--- config.mk ---
export PLATFORM = sky130hd
export DESIGN_NAME = nim_board_ctrl
export DESIGN_NICKNAME = d
export VERILOG_FILES = /design/src/rtl/nim_pkg.sv /design/src/rtl/nim_image_render.sv /design/src/rtl/nim_board_ctrl.sv
export SDC_FILE = /design/constraint.sdc
export NUM_CORES = 1
export LEC_CHECK = 0
export ABC_CLOCK_PERIOD_IN_PS = 2800
export CAP_MARGIN = 20
export CELL_PAD_IN_SITES_DETAIL_PLACEMENT = 1
export CELL_PAD_IN_SITES_GLOBAL_PLACEMENT = 2
export CORE_MARGIN = 1
export CORE_UTILIZATION = 26
export CTS_BUF_LIST = sky130_fd_sc_hd__clkbuf_8
export DETAILED_ROUTE_END_ITERATION = 16
export HOLD_SLACK_MARGIN = 0.12
export PLACE_DENSITY = 0.9
export RECOVER_POWER = 100
export SYNTH_ARGS = -nofsm -noshare
export SYNTH_HDL_FRONTEND = slang
export SYNTH_SLANG_ARGS = --single-unit
export TNS_END_PERCENT = 10
--- constraint.sdc ---
create_clock -name clk -period 2.8 [get_ports clk]
set_clock_uncertainty 0.2 [all_clocks]
set_input_delay 0.56 -clock clk [delete_from_list [all_inputs] [get_ports clk]]
set_output_delay 0.56 -clock clk [all_outputs]
set_load 0.005 [all_outputs]
--- src/rtl/nim_pkg.sv ---
// Nim board shared types, sizes and helpers.
// Latency: n/a (declarations only).
// Backpressure: n/a; buttons are one-cycle pulses and are never stalled.
package nim_pkg;

    typedef enum logic [1:0] {SELECT, TAKING, CHECK, OVER} state_t;

    localparam int NUM_PILES  = 4;
    localparam int PILE_W     = 4;
    localparam int MAX_STONES = 8;

    typedef enum logic [1:0] {PLANE_RED, PLANE_GREEN, PLANE_BLUE} plane_t;

    // Player register value 0 is shown as "1" and drawn red, 1 as "2" drawn blue.
    localparam plane_t PLAYER1 = PLANE_RED;
    localparam plane_t PLAYER2 = PLANE_BLUE;

    typedef logic [0:7][7:0] image_t;
    typedef logic [NUM_PILES-1:0][PILE_W-1:0] piles_t;

    function automatic plane_t player_plane(input logic player);
        return player ? PLAYER2 : PLAYER1;
    endfunction

    // n stones light the n lowest (bottom) rows of a column.
    function automatic logic [7:0] stone_mask(input logic [PILE_W-1:0] n);
        logic [8:0] m;
        m = (9'd1 << n) - 9'd1;
        return (n > PILE_W'(MAX_STONES)) ? 8'hFF : m[7:0];
    endfunction

    function automatic logic [PILE_W-1:0] clamp_init(input int v);
        if (v > MAX_STONES) return PILE_W'(MAX_STONES);
        if (v < 0)          return '0;
        return PILE_W'(v);
    endfunction

endpackage

--- src/rtl/nim_image_render.sv ---
// Renders piles/selection/player or the blinking winner screen into LED planes and hex digits.
// Latency: 1 cycle, every output is registered from the current game state.
// Backpressure: none; downstream drivers sample the registers continuously.
// Ports: clk/reset; i_piles, i_sel, i_player, i_taken, i_state, i_phase in;
//        image_red/green/blue, in0..in3, game_over out.
module nim_image_render
    import nim_pkg::*;
(
    input  logic        clk,
    input  logic        reset,
    input  piles_t      i_piles,
    input  logic [1:0]  i_sel,
    input  logic        i_player,
    input  logic [3:0]  i_taken,
    input  state_t      i_state,
    input  logic        i_phase,
    output image_t      image_red,
    output image_t      image_green,
    output image_t      image_blue,
    output logic [3:0]  in0,
    output logic [3:0]  in1,
    output logic [3:0]  in2,
    output logic [3:0]  in3,
    output logic        game_over
);

    image_t     w_red, w_green, w_blue;
    logic [3:0] w_in0, w_in1, w_in2, w_in3;
    logic       w_over;

    always_comb begin
        w_red   = '0;
        w_green = '0;
        w_blue  = '0;
        w_in0   = '0;
        w_in1   = '0;
        w_in2   = '0;
        w_in3   = {3'b000, i_player} + 4'd1;
        w_over  = 1'b0;
        if (i_state == OVER) begin
            // Winner is the player who made the last take; it is never toggled after that.
            w_over = 1'b1;
            if (i_phase) begin
                if (player_plane(i_player) == PLANE_RED) w_red  = '1;
                else                                      w_blue = '1;
            end
        end else begin
            for (int k = 0; k < NUM_PILES; k++) begin
                if (2'(k) == i_sel) begin
                    if (player_plane(i_player) == PLANE_RED) begin
                        w_red[2*k]   = stone_mask(i_piles[k]);
                        w_red[2*k+1] = stone_mask(i_piles[k]);
                    end else begin
                        w_blue[2*k]   = stone_mask(i_piles[k]);
                        w_blue[2*k+1] = stone_mask(i_piles[k]);
                    end
                end else begin
                    w_green[2*k]   = stone_mask(i_piles[k]);
                    w_green[2*k+1] = stone_mask(i_piles[k]);
                end
            end
            w_in0 = i_piles[i_sel];
            w_in1 = {2'b00, i_sel};
            w_in2 = i_taken;
        end
    end

    always_ff @(posedge clk) begin
        if (reset) begin
            image_red   <= '0;
            image_green <= '0;
            image_blue  <= '0;
            in0         <= '0;
            in1         <= '0;
            in2         <= '0;
            in3         <= '0;
            game_over   <= 1'b0;
        end else begin
            image_red   <= w_red;
            image_green <= w_green;
            image_blue  <= w_blue;
            in0         <= w_in0;
            in1         <= w_in1;
            in2         <= w_in2;
            in3         <= w_in3;
            game_over   <= w_over;
        end
    end

endmodule

--- src/rtl/nim_board_ctrl.sv ---
// Nim game logic: four piles, turn FSM and winner blink timer, driving LED/7-seg images.
// Latency: pulse updates state at the sampling edge, outputs follow one edge later (2 cycles).
// Backpressure: none; pulses that are not legal in the current state are dropped.
// Ports: clk, reset, btn_sel/take/end/new pulses in; image_red/green/blue, in0..in3, game_over out.
module nim_board_ctrl
    import nim_pkg::*;
#(
    parameter int INIT_P0   = 1,
    parameter int INIT_P1   = 3,
    parameter int INIT_P2   = 5,
    parameter int INIT_P3   = 7,
    parameter int BLINK_DIV = 25_000_000
)(
    input  logic        clk,
    input  logic        reset,
    input  logic        btn_sel,
    input  logic        btn_take,
    input  logic        btn_end,
    input  logic        btn_new,
    output image_t      image_red,
    output image_t      image_green,
    output image_t      image_blue,
    output logic [3:0]  in0,
    output logic [3:0]  in1,
    output logic [3:0]  in2,
    output logic [3:0]  in3,
    output logic        game_over
);

    localparam int CNT_W = (BLINK_DIV > 1) ? $clog2(BLINK_DIV) : 1;
    localparam piles_t INIT_PILES = {clamp_init(INIT_P3), clamp_init(INIT_P2),
                                     clamp_init(INIT_P1), clamp_init(INIT_P0)};

    state_t             r_state, w_state_nxt;
    piles_t             r_piles, w_piles_nxt;
    logic [1:0]         r_sel, w_sel_nxt;
    logic               r_player, w_player_nxt;
    logic [3:0]         r_taken, w_taken_nxt;
    logic [CNT_W-1:0]   r_cnt, w_cnt_nxt;
    logic               r_phase, w_phase_nxt;
    logic [PILE_W-1:0]  w_cur;

    always_ff @(posedge clk) begin
        if (reset) begin
            r_state  <= SELECT;
            r_piles  <= INIT_PILES;
            r_sel    <= '0;
            r_player <= 1'b0;
            r_taken  <= '0;
            r_cnt    <= '0;
            r_phase  <= 1'b1;
        end else begin
            r_state  <= w_state_nxt;
            r_piles  <= w_piles_nxt;
            r_sel    <= w_sel_nxt;
            r_player <= w_player_nxt;
            r_taken  <= w_taken_nxt;
            r_cnt    <= w_cnt_nxt;
            r_phase  <= w_phase_nxt;
        end
    end

    // Only the highest-priority pulse is considered; if that one is not legal
    // in the current state, the cycle does nothing.
    always_comb begin
        w_state_nxt  = r_state;
        w_piles_nxt  = r_piles;
        w_sel_nxt    = r_sel;
        w_player_nxt = r_player;
        w_taken_nxt  = r_taken;
        w_cnt_nxt    = r_cnt;
        w_phase_nxt  = r_phase;
        w_cur        = r_piles[r_sel];
        if (btn_new) begin
            w_state_nxt  = SELECT;
            w_piles_nxt  = INIT_PILES;
            w_sel_nxt    = '0;
            w_player_nxt = 1'b0;
            w_taken_nxt  = '0;
            w_cnt_nxt    = '0;
        end else begin
            case (r_state)
                SELECT: begin
                    if (!btn_end) begin
                        if (btn_take) begin
                            if (w_cur != '0) begin
                                w_piles_nxt[r_sel] = w_cur - 1'b1;
                                w_taken_nxt        = 4'd1;
                                w_state_nxt        = TAKING;
                            end
                        end else if (btn_sel) begin
                            w_sel_nxt = r_sel + 2'd1;
                        end
                    end
                end
                TAKING: begin
                    if (btn_end) begin
                        w_state_nxt = CHECK;
                    end else if (btn_take && (w_cur != '0) && (r_taken < 4'(MAX_STONES))) begin
                        w_piles_nxt[r_sel] = w_cur - 1'b1;
                        w_taken_nxt        = r_taken + 4'd1;
                    end
                end
                CHECK: begin
                    if (r_piles == '0) begin
                        w_state_nxt = OVER;
                        w_cnt_nxt   = '0;
                        w_phase_nxt = 1'b1;
                    end else begin
                        w_state_nxt  = SELECT;
                        w_player_nxt = ~r_player;
                        w_taken_nxt  = '0;
                    end
                end
                OVER: begin
                    if (r_cnt == CNT_W'(BLINK_DIV - 1)) begin
                        w_cnt_nxt   = '0;
                        w_phase_nxt = ~r_phase;
                    end else begin
                        w_cnt_nxt = r_cnt + 1'b1;
                    end
                end
                default: w_state_nxt = SELECT;
            endcase
        end
    end

    nim_image_render u_render (
        .clk         (clk),
        .reset       (reset),
        .i_piles     (r_piles),
        .i_sel       (r_sel),
        .i_player    (r_player),
        .i_taken     (r_taken),
        .i_state     (r_state),
        .i_phase     (r_phase),
        .image_red   (image_red),
        .image_green (image_green),
        .image_blue  (image_blue),
        .in0         (in0),
        .in1         (in1),
        .in2         (in2),
        .in3         (in3),
        .game_over   (game_over)
    );

endmodule

# Word-level counts from Yosys, hierarchy flattened
# Index checks and enable logic that the tools add are counted.
[word_totals]
input_bits = 6
ramBits = 0
latch_bits = 0
register_bits = 228
n_memories = 0
romBits = 0
[classes]
addsub = 9
muxes = 58
n_shift = 4
multipliers = 0
div_mod_pow = 0
n_bitwise = 6
reduce_logical = 24
order_cmp = 7
n_eq_ne = 16
[op_table]
columns = ["cell", "n"]
rows = [
  ["$mux 64", 6],
  ["$mux 16", 21],
  ["$mux 25", 2],
  ["$pmux 25 s2", 1],
  ["$mux 4", 8],
  ["$mux 8", 4],
  ["$pmux 16 s2", 1],
  ["$shl 1x4->8 const A", 4],
  ["$sub 8x1->8 const B", 4],
  ["$add 25x1->25 const B", 1],
  ["$eq 25x25->1 const B", 1],
  ["$ne 2x2->1 const B", 9],
  ["$bwmux 16", 1],
  ["$gt 4x4->1 const B", 4],
  ["$logic_not 16->1", 1],
  ["$mux 2", 6],
  ["$pmux 4 s3", 1],
  ["$reduce_or 3->1", 4],
  ["$bmux 4 s2", 1],
  ["$demux 4 s2", 1],
  ["$reduce_and 4->1", 2],
  ["$reduce_and 7->1", 1],
  ["$logic_not 2->1", 3],
  ["$not 1->1", 6],
  ["other kinds (22)", 31],
]

# Depth between registers and ports, before layout
[logic_depth]
depth_word = 9
depth_mapped = 9
mapped_depth_nobuf = 8

# By module
# From an unflattened synthesis, not the netlist that was laid out.
[hier_totals]
hier_cells = 818
area_unflattened_um2 = 7528.5
[modules_own_cells]
columns = ["module", "cells_each", "n_inst", "area_each_um2"]
rows = [
  ["nim_image_render", 508, 1, 4769.6],
  ["nim_board_ctrl", 310, 1, 2758.9],
]

# Worst setup path after synthesis
# No wires, ideal clock.
[synth_path]
path_kind = "register -> register"
startpoint = "register r_sel[0]"
endpoint = "register r_taken[2]"
arrival_time_ps = 2656
n_path_buf = 1
synth_period_minus_slack_ps = 2948
path_stages_with_launch = 10
setup_ps = 92
path_slack_ps = -148
path_cell_list = "dfxtp_1 clkbuf_1 mux4_2 inv_1 ha_1 nand2_1 o22a_1 o21ai_0 a221oi_1 o32ai_1"
[synth_between]
elab_chain_cells = 7
elab_cells_between_ends = 8
[synth_rtl]
columns = ["item", "line", "source"]
rows = [
  ["from (decl)", "nim_board_ctrl.sv:36", "logic [1:0] r_sel, w_sel_nxt;"],
  ["from (signal assigned)", "nim_board_ctrl.sv:55", "r_sel <= w_sel_nxt;"],
  ["$bmux 4 s2 (*)", "nim_board_ctrl.sv:73", "w_cur = r_piles[r_sel];"],
  ["$mux 4 (implied by the code) (*)", "nim_board_ctrl.sv:73", ""],
  ["$reduce_bool 4->1 (*)", "nim_board_ctrl.sv:86, nim_board_ctrl.sv:99", ""],
  ["$logic_and 1x1->1 (2 in a row)", "nim_board_ctrl.sv:99", "end else if (btn_take && (w_cur != '0) && (r_taken < 4'(MAX_STONES))) begin"],
  ["$ne 2x2->1 (no line)", "--", ""],
  ["$reduce_and 7->1 (no line) (*)", "--", ""],
  ["to (signal assigned)", "nim_board_ctrl.sv:57", "r_taken <= w_taken_nxt;"],
  ["to (decl)", "nim_board_ctrl.sv:38", "logic [3:0] r_taken, w_taken_nxt;"],
]
# Mark *: on every way between the ends. The rest lies on a longest branch, timed or not. The select of a mux whose other input is x is not followed.
# A chain may end at the register's enable or synchronous reset.

# Worst setup path after layout
[layout_path]
startpoint = "register r_piles[0] in the netlist's numbering"
endpoint = "register r_cnt[16]"
[layout_between]
elab_chain_cells = 3
[layout_rtl]
columns = ["item", "line", "source"]
rows = [
  ["from (decl)", "nim_board_ctrl.sv:35", "piles_t r_piles, w_piles_nxt;"],
  ["from (signal assigned)", "nim_board_ctrl.sv:54", "r_piles <= w_piles_nxt;"],
  ["$logic_not 16->1", "nim_board_ctrl.sv:105", "if (r_piles == '0) begin"],
  ["$ne 2x2->1 (no line)", "--", ""],
  ["$reduce_and 2->1 (no line)", "--", ""],
  ["to (signal assigned)", "nim_board_ctrl.sv:58", "r_cnt <= w_cnt_nxt;"],
  ["to (decl)", "nim_board_ctrl.sv:39", "logic [CNT_W-1:0] r_cnt, w_cnt_nxt;"],
]
# Every way passes these cells.

==> results.ini <==
[grt]
gr-usage-all-layers_pct=15.1
met3_usage_pct=2.74
top_usage_layer=met2
antenna_found_initial=0
grt_pass1_wl_um=34000
overflow=0
grt_pass1_vias=6279
grt_max_degree=34
use_met1_pct=17.4
met2_usage_pct=27.8

[pwr]
power.leakage_nw=4.08
max-vdd-ir-drop_mv=0.231
p_per_area_nw_per_um2=439

[floorplan]
start_util_pct=26.4
num_rows=61
core_area_um2=27800
die-height_um=170
dieArea_um2=28800
dieWidth_um=170
io-pin-count=215

[routing]
drt_iter0_drc=359
routed_wl_um=21900
detail_route.first_pass.iterations=4
drc=0
route.vias.total=6320
viasPerCell=4.67
routedWlPerCell_um=16.2
drtAntennaViolNets=0

[final_layout]
postLayoutCoreUtil_pct=34.8
stdcell_count=1354
nets=984
syn2layout_area_growth_pct=32.1
most-common-layout-cells=dlygate4sd3_1, dfxtp_1, a21oi_1
drive_gt1_share_pct=9.32
final_common_cell=dlygate4sd3_1
diodes=0
final_cell_area_um2=9670

[clocking]
htree_levels=4
cts_buffer_depth=2
clkSlewWorstSetupHoldPaths_ns=0.10
cts.sinks=160
clk_latency_ns=0.46
cts_root_buf=clkbuf_8
cts-hold-fix-buffers=0
cts_tree=done
cts_buffers=17

[run]
drv_cap=1

[sta]
fin_setup_tns_ns=0
finalCriticalPeriod_ns=2.67
rsz0062_at_grt=false
finalSetupViolCount=0
worst_pin_slew_ns=1.78
max_slew_margin_pct=-18.6
min_period_over_period_pct=95.2
fmax_mhz=375
finalHoldViolCount=0
finalMaxSlewViolations=33

[place]
dp_cells=1321
routabilityCongestion=0.835
numPortBuffers=210
placed_area_um2=9300
dp.final_hpwl_um=16800

[outcome]
violations=max-capacitance violations, max-slew violations
status=finished, violations left

[synthesis]
synth_edf_count=0
synth-seq-area-share_pct=43.7
synth_area_per_cell_um2=8.74
synthCells=838
synth_cell_types=62
yosysWarnings=0
ys_seq_elements=160
syn_area_um2=7320
async_flop_share_pct=0
ys.flop_type=dfxtp_1

[worst_setup_path]
cp-start-kind=register
required_ns=2.99
crit_path_end_kind=register
reg2reg_depth=6
critPathKind=register to register
crit_fanout=18
arrival_ns=2.85

[hold_path]
min_path_type=register to register
holdPathStages=2

flip-flops by register name (all words and copies together) (netlist names):
signal,flops
r_cnt,25
r_piles,16
u_render.in2,4
r_taken,4
u_render.in0,4
u_render.in1,2
u_render.image_blue,32
u_render.image_red,32
r_sel,2
u_render.image_green,32
r_player,1
r_phase,1
r_state,2
u_render.game_over,1
u_render.in3,2
per-stage QoR:
stage          power [mW]  hold slack [ns]  setup slack, ns
5_1_grt              4.43            0.321           0.0345
3_5_place_dp         2.63            0.279           0.0464
3_3_place_gp         2.62            0.268            0.101
2_1_floorplan        2.51            0.248           0.0143
6_report             4.24            0.289            0.135
4_1_cts              4.32            0.299           0.0199
critical path: stages (launching register included):
cell     delay [ns]
dfxtp_1        0.35
or4_1          0.62
nor4_4         0.31
buf_4          0.20
a31oi_4        0.21
or4_1          0.55
o22ai_1        0.16
layer usage:
layer | share of wire (%) | routed length (um) | vias to the layer above
met4 | 2.0 | 437 | 0
met5 | 0 | 0 | -
met3 | 4.8 | 1060 | 28
li1 | - | - | 3045
met1 | 42 | 9170 | 3061
met2 | 51 | 11300 | 186
final timing paths:
path         slack [ns]                endpoint                    start
max                0.13  r_cnt[16]$_SDFFE_PP0P_  r_piles[0]$_SDFFE_PP1P_
min                0.29  r_cnt[21]$_SDFFE_PP0P_   r_cnt[21]$_SDFFE_PP0P_
min reg2reg        0.29  r_cnt[21]$_SDFFE_PP0P_   r_cnt[21]$_SDFFE_PP0P_
max reg2reg        0.13  r_cnt[16]$_SDFFE_PP0P_  r_piles[0]$_SDFFE_PP1P_
cells by family (layout without fill, tap and decap cells):
logic type               after synthesis  count (layout)  synth area share (%)
adder cells (fa/ha/maj)               15              15                  2.56
other                                  1               4                0.0512
AND/OR/NAND/NOR                      247             247                  17.5
multiplexers                          21              21                  3.59
buffers and inverters                187             322                  15.0
flip-flops                           160             160                  43.7
XOR/XNOR                               9               9                  1.08
AO/OA/AOI/OAI                        198             198                  16.5
area by class of cell:
type / instances / area (um^2)
fill: 3248 / 18100
sequential: 160 / 3200
multi-input combinational: 494 / 3040
timing repair buffer: 259 / 2450
tap: 378 / 473
clock buffer: 17 / 234
clock inverter: 15 / 153
inverter: 31 / 116
report_power, final:
part	internal [mW]	switching, mW
clock	0.673	1.01
combinational	0.111	0.130
sequential	2.30	0.0155
Yosys cell counts (all sizes together) (5+ instances only):
cell / instances / area, um^2
a21o: 6 / 45.0
xor2: 6 / 52.6
and2: 13 / 81.3
buf: 110 / 808
nand3: 10 / 50.1
and4: 5 / 43.8
inv: 31 / 116
o211ai: 11 / 82.6
clkbuf: 46 / 173
nor4b: 6 / 52.6
nand2: 66 / 248
o31ai: 9 / 67.6
nor2: 59 / 221
nor2b: 11 / 68.8
a21boi: 5 / 41.3
o22ai: 5 / 31.3
o21ai: 34 / 174
ha: 15 / 188
nand2b: 9 / 56.3
nand4: 12 / 75.1
mux2i: 15 / 150
dfxtp: 160 / 3200
or3: 16 / 100
a211oi: 5 / 37.5
nand3b: 8 / 60.1
a21oi: 95 / 475
nor3: 11 / 55.1
or4: 10 / 78.8
timing repair:
item / in CTS / in global routing
endpoints found under the setup margin: 0 / 11
setup buffers: 0 / 1
gates resized for setup: 0 / 2
Note: power is estimated with default switching activity, not from simulation.
==> RTL change 1 (config.mk and constraints unchanged) <==
Encoding of `state_t`: now one-hot (4 bits for 4 states).
--- a/src/rtl/nim_pkg.sv
+++ b/src/rtl/nim_pkg.sv
@@ -4,5 +4,5 @@
 package nim_pkg;
 
-    typedef enum logic [1:0] {SELECT, TAKING, CHECK, OVER} state_t;
+    typedef enum logic [3:0] {SELECT = 4'b0001, TAKING = 4'b0010, CHECK = 4'b0100, OVER = 4'b1000} state_t;
 
     localparam int NUM_PILES  = 4;
Formal check against the unedited RTL: no difference found for any inputs over 4 cycles, from zero or initial values and one cycle with reset high; so few cycles prove little.
==> RTL change 1 against the unedited design <==
Die area about the same. Final area increased by 0.14%. Routed wire length increased by 0.50%. Sequential cell count increased by 2. Critical endpoint is now r_taken[2]. Power increased by 4.6%. Utilization about the same. Global-route usage increased by 0.13 points. Count of clock-buffer cells in the layout unchanged. Sequential share of layout area increased by 0.37 points. Critical path type unchanged. Area after synthesis about the same. Setup slack got worse by 47 ps. Fmax decreased by 1.7%.
==> RTL change 1: results (changes against the unedited design) <==
outcome finished clean (was complete, but fails checks); r2r endpoint r_taken[2] (was r_cnt[16]); hold path startpoint reset (was r_cnt[21]); post-synthesis cell type count 70 (was 62); vias in the first global route 6222 (was 6279); met2 WL 10800 microns (was 11300 microns); layout cell share with drive strength beyond 1 0.101 (was 0.0932); largest cells by area after synthesis dfxtp_1 44%, buf_4 11%, a21oi_1 5.4%, nand2_1 4.1%, nor2_1 3.5% (was dfxtp_1 44%, buf_4 10%, a21oi_1 6.5%, nand2_1 3.4%, nor2_1 3.0%); Worst VDD drop 357 uV (was 231 uV); TritonRoute pass-1 iters 4 (unchanged); R2R Setup Slk 90 ps (was 130 ps); WL met3 1200 microns (was 1060 microns); detailed router's first-iteration violation count 290 (was 359); Tightest Pin Transition 684 ps (was 1780 ps); highest metal used met5 (was met4); WHS Endpoint u_render.game_over (was r_cnt[21]); sequential area share after synthesis 0.442 (was 0.437); leak pwr 4.18 nW (was 4.08 nW); Post-DP Area 9240 sq um (was 9300 sq um); Fill cells 3274 (was 3248); hpwl dp 16700 microns (was 16800 microns); Metal-1 WL 9840 microns (was 9170 microns); Min-Delay Path Class in2reg (was reg2reg); Reg clk slew, reported paths 110 ps; GRT Total Usage 0.152 (was 0.151); pin count of the biggest net entering global routing 33 (was 34); # H-tree levels 4 (unchanged); global-route wire length before repair 34300 microns (was 34000 microns); Synth top cells by count 162 x dfxtp_1, 104 x buf_4, 80 x nand2_1 (was 160 x dfxtp_1, 100 x buf_4, 95 x a21oi_1); worst-skew pair later-pin latency 460 ps (about the same); Final #Nets 988 (was 984); crit-path max FO 6 (was 18); Critical Path AT 2870 ps (was 2850 ps); RR Startpoint r_sel[1] (was r_piles[0]); initial antenna violation count 1 (was 0); DR vias/cell 4.58 (was 4.67); drt wl/cell 16.2 microns (about the same); most used flip-flop cell after synthesis dfxtp_1 (unchanged); RePlAce Congestion 0.857 (was 0.835); R2R depth 9 (was 6)
RTL change 1: changes by cell type after synthesis, sizes merged, moves of 7 or more:
cell | unedited run | this run
nor2b | 11 | 4
and2 | 13 | 22
a21oi | 95 | 80
inv | 31 | 22
nor3 | 11 | 20
mux2i | 15 | 6
nor2 | 59 | 69
nand2 | 66 | 81
RTL change 1: worst max path at each step:
stage                            end  slack [ps]  cells past startpoint
after CTS                 r_piles[0]          30                      9
after detailed placement  r_taken[2]         -10                      9
after floorplan           r_taken[2]          30                     10
after global routing      r_taken[2]         -10                      9
final                     r_taken[2]          90                      9
after global placement    r_piles[0]          70                      6
RTL change 1: metrics by stage:
stage	setup slack [ps]	power [W]	util	std cells	hold WS [ps]
final	87.7	0.00444	0.349	1362	219
after global placement	73.4	0.00263	0.332	1328	252
after global routing	-9.81	0.00461	0.349	1362	206
after detailed placement	-10.3	0.00264	0.332	1328	268
after CTS	28.7	0.00451	0.348	1360	201
after floorplan	33.6	0.00254	-	852	243
RTL change 1: what timing repair did:
item / in CTS / in global routing
gates resized for setup: 1 / 5
pin swaps: 0 / 0
setup endpoints to repair: 1 / 15
buffers inserted: 0 / 2
RTL change 1: cells by family (layout without fill, tap and decap cells):
kind of cell               after synthesis  count (layout)  share of synthesized area
and+or+nand+nor                        292             292                      0.205
AOI/OAI and AO/OA                      183             183                      0.151
buffers and inverters                  179             311                      0.149
DFF                                    162             162                      0.442
adders and majority gates               11              11                     0.0188
muxes                                   11              11                     0.0210
xor gates and xnor gates                10              10                     0.0119
other                                    1               4                   0.000512
RTL change 1: cell type report:
cell class              count  share of cell area
flip-flops and latches    162               0.335
inverters                  22             0.00852
repair buffers            257               0.251
clock inverters            15              0.0212
multi-input cells         511               0.311
clock buffers              17              0.0242
well taps                 378              0.0488
RTL change 1: power breakdown:
group	switching (W)	total, W	internal, W
Clock	0.00108	0.00187	0.000784
Sequential	0.0000147	0.00234	0.00233
Combinational	0.000126	0.000229	0.000103
RTL change 1: routing by layer:
metal,GRT usage,up-vias
met4,0.0364,2
li1,-,3038
met5,0,-
met1,0.188,3013
met3,0.0302,16
met2,0.270,172
RTL change 1: critical path, cell delays in order, from the launching register on:
cell	delay [ps]
dfxtp_2	390
mux4_2	530
inv_1	100
ha_2	220
nand2_1	110
o22ai_4	230
a21oi_1	130
o2111a_2	320
and4b_1	210
o21a_1	180
==> RTL change 2 (same settings) <==
Without the edit above. The parameter `BLINK_DIV` goes from 25_000_000 to 12_500_000.
--- a/src/rtl/nim_board_ctrl.sv
+++ b/src/rtl/nim_board_ctrl.sv
@@ -10,5 +10,5 @@
     parameter int INIT_P2   = 5,
     parameter int INIT_P3   = 7,
-    parameter int BLINK_DIV = 25_000_000
+    parameter int BLINK_DIV = 12_500_000
 )(
     input  logic        clk,
Formal check against the unedited RTL: no difference found for any inputs over 4 cycles, from zero or initial values and one cycle with reset high; that may be too few to reach the edited logic, so the function may still have changed.
==> RTL change 2 against the unedited design <==
Setup slack worse by 22 ps. Routed wire length down 5.8%. Critical endpoint is now r_cnt[7]. Fmax down 0.82%. Highest routed layer unchanged. Largest cell class unchanged. Sequential cell count down 1. Count of clock-buffer cells in the layout up 2. Power down 1.5%. Critical path type unchanged. Combinational power down 9.9%. Final area down 1.4%. Non-clock buffer count down 6. Area after synthesis down 0.99%.
==> RTL change 2: results (changes against the unedited design) <==
drt total wl 20700 microns (was 21900 microns); RePlAce Congestion 0.836 (was 0.835); leak pwr 4.13 nW (was 4.08 nW); effective utilization at floorplan 0.267 (was 0.264); clk root buf clkbuf_8 (unchanged); Reg clk slew, reported paths approximately 90 ps; DR vias/cell 4.53 (was 4.67); hold slack final 272 ps (was 289 ps); peak per-stage delay on the critical path 660 ps (was 620 ps); Largest regs u_render.image_blue (32), u_render.image_green (32), u_render.image_red (32) (unchanged); CTS Buffer Depth 2 (unchanged); layout cell share with drive strength beyond 1 0.100 (was 0.0932); Async S/R FF share, synth 0 (unchanged); worst-skew pair later-pin latency 440 ps (was 460 ps); pin count of the biggest net entering global routing 72 (was 34); Post-DP Area 9170 sq um (was 9300 sq um); Tightest Pin Transition 1480 ps (was 1780 ps); sequential area share after synthesis 0.439 (was 0.437); P per Cell Area 438 nW/um^2 (was 439 nW/um^2); placed insts 1302 (was 1321); Final #Nets 970 (was 984); switching pwr 0.000968 W (was 0.00116 W); Setup crit end r_cnt[7] (was r_cnt[16]); Critical Path AT 2860 ps (was 2850 ps); DP Worst Slack 41.0 ps (was 46.4 ps); post-CTS setup repair buffer count 0 (unchanged); global-route wire length before repair 32800 microns (was 34000 microns); outcome finished clean (was complete, but fails checks); R2R Setup Slk 110 ps (was 130 ps); Logic pwr share 0.052 (was 0.057); Worst setup EP type register (unchanged); post-synthesis cell type count 65 (was 62); Synth top cells by count 159 x dfxtp_1, 101 x buf_4, 84 x a21oi_1 (was 160 x dfxtp_1, 100 x buf_4, 95 x a21oi_1); Fill cells 3141 (was 3248); critical path startpoint r_piles[12] (was r_piles[0]); vias in the first global route 6128 (was 6279); largest cells by area after synthesis dfxtp_1 44%, buf_4 10%, a21oi_1 5.8%, nand2_1 3.8%, nor2_1 3.1% (was dfxtp_1 44%, buf_4 10%, a21oi_1 6.5%, nand2_1 3.4%, nor2_1 3.0%); vias after detailed routing 6036 (was 6320); Worst VDD drop 280 uV (was 231 uV); hpwl dp 15500 microns (was 16800 microns); crit-path max FO 3 (was 18); detailed router's first-iteration violation count 231 (was 359); WHS Path Cells 1 (was 2); Mean Syn Cell Area 8.73 sq um (was 8.74 sq um); GRT Total Usage 0.145 (was 0.151)
## RTL change 2: per-layer routing
layer  share of wire  routed length [microns]  vias to the layer above  GRT usage
li1                -                        -                     2936          -
met1            0.44                     9060                     2953      0.168
met2            0.51                    10600                      134      0.268
met3           0.039                      813                       13     0.0316
met4           0.011                      227                        0     0.0372
met5               0                        0                        -          0
## RTL change 2: logic make-up after synthesis
| kind of cell | synth area share |
|---|---|
| other | 0.000517 |
| buffers and inverters | 0.154 |
| AOI/OAI and AO/OA | 0.133 |
| adders and majority gates | 0.0259 |
| DFF | 0.439 |
| muxes | 0.0350 |
| and+or+nand+nor | 0.190 |
| xor gates and xnor gates | 0.0229 |
## RTL change 2: cell type report
type                            instances  area [sq um]  area share
Clock inverter                         11           119      0.0125
Tap cell                              372           465      0.0488
Multi-Input combinational cell        491          2990       0.313
Clock buffer                           19           262      0.0274
Inverter                               27           101      0.0106
Sequential cell                       159          3190       0.335
Timing Repair Buffer                  253          2410       0.253
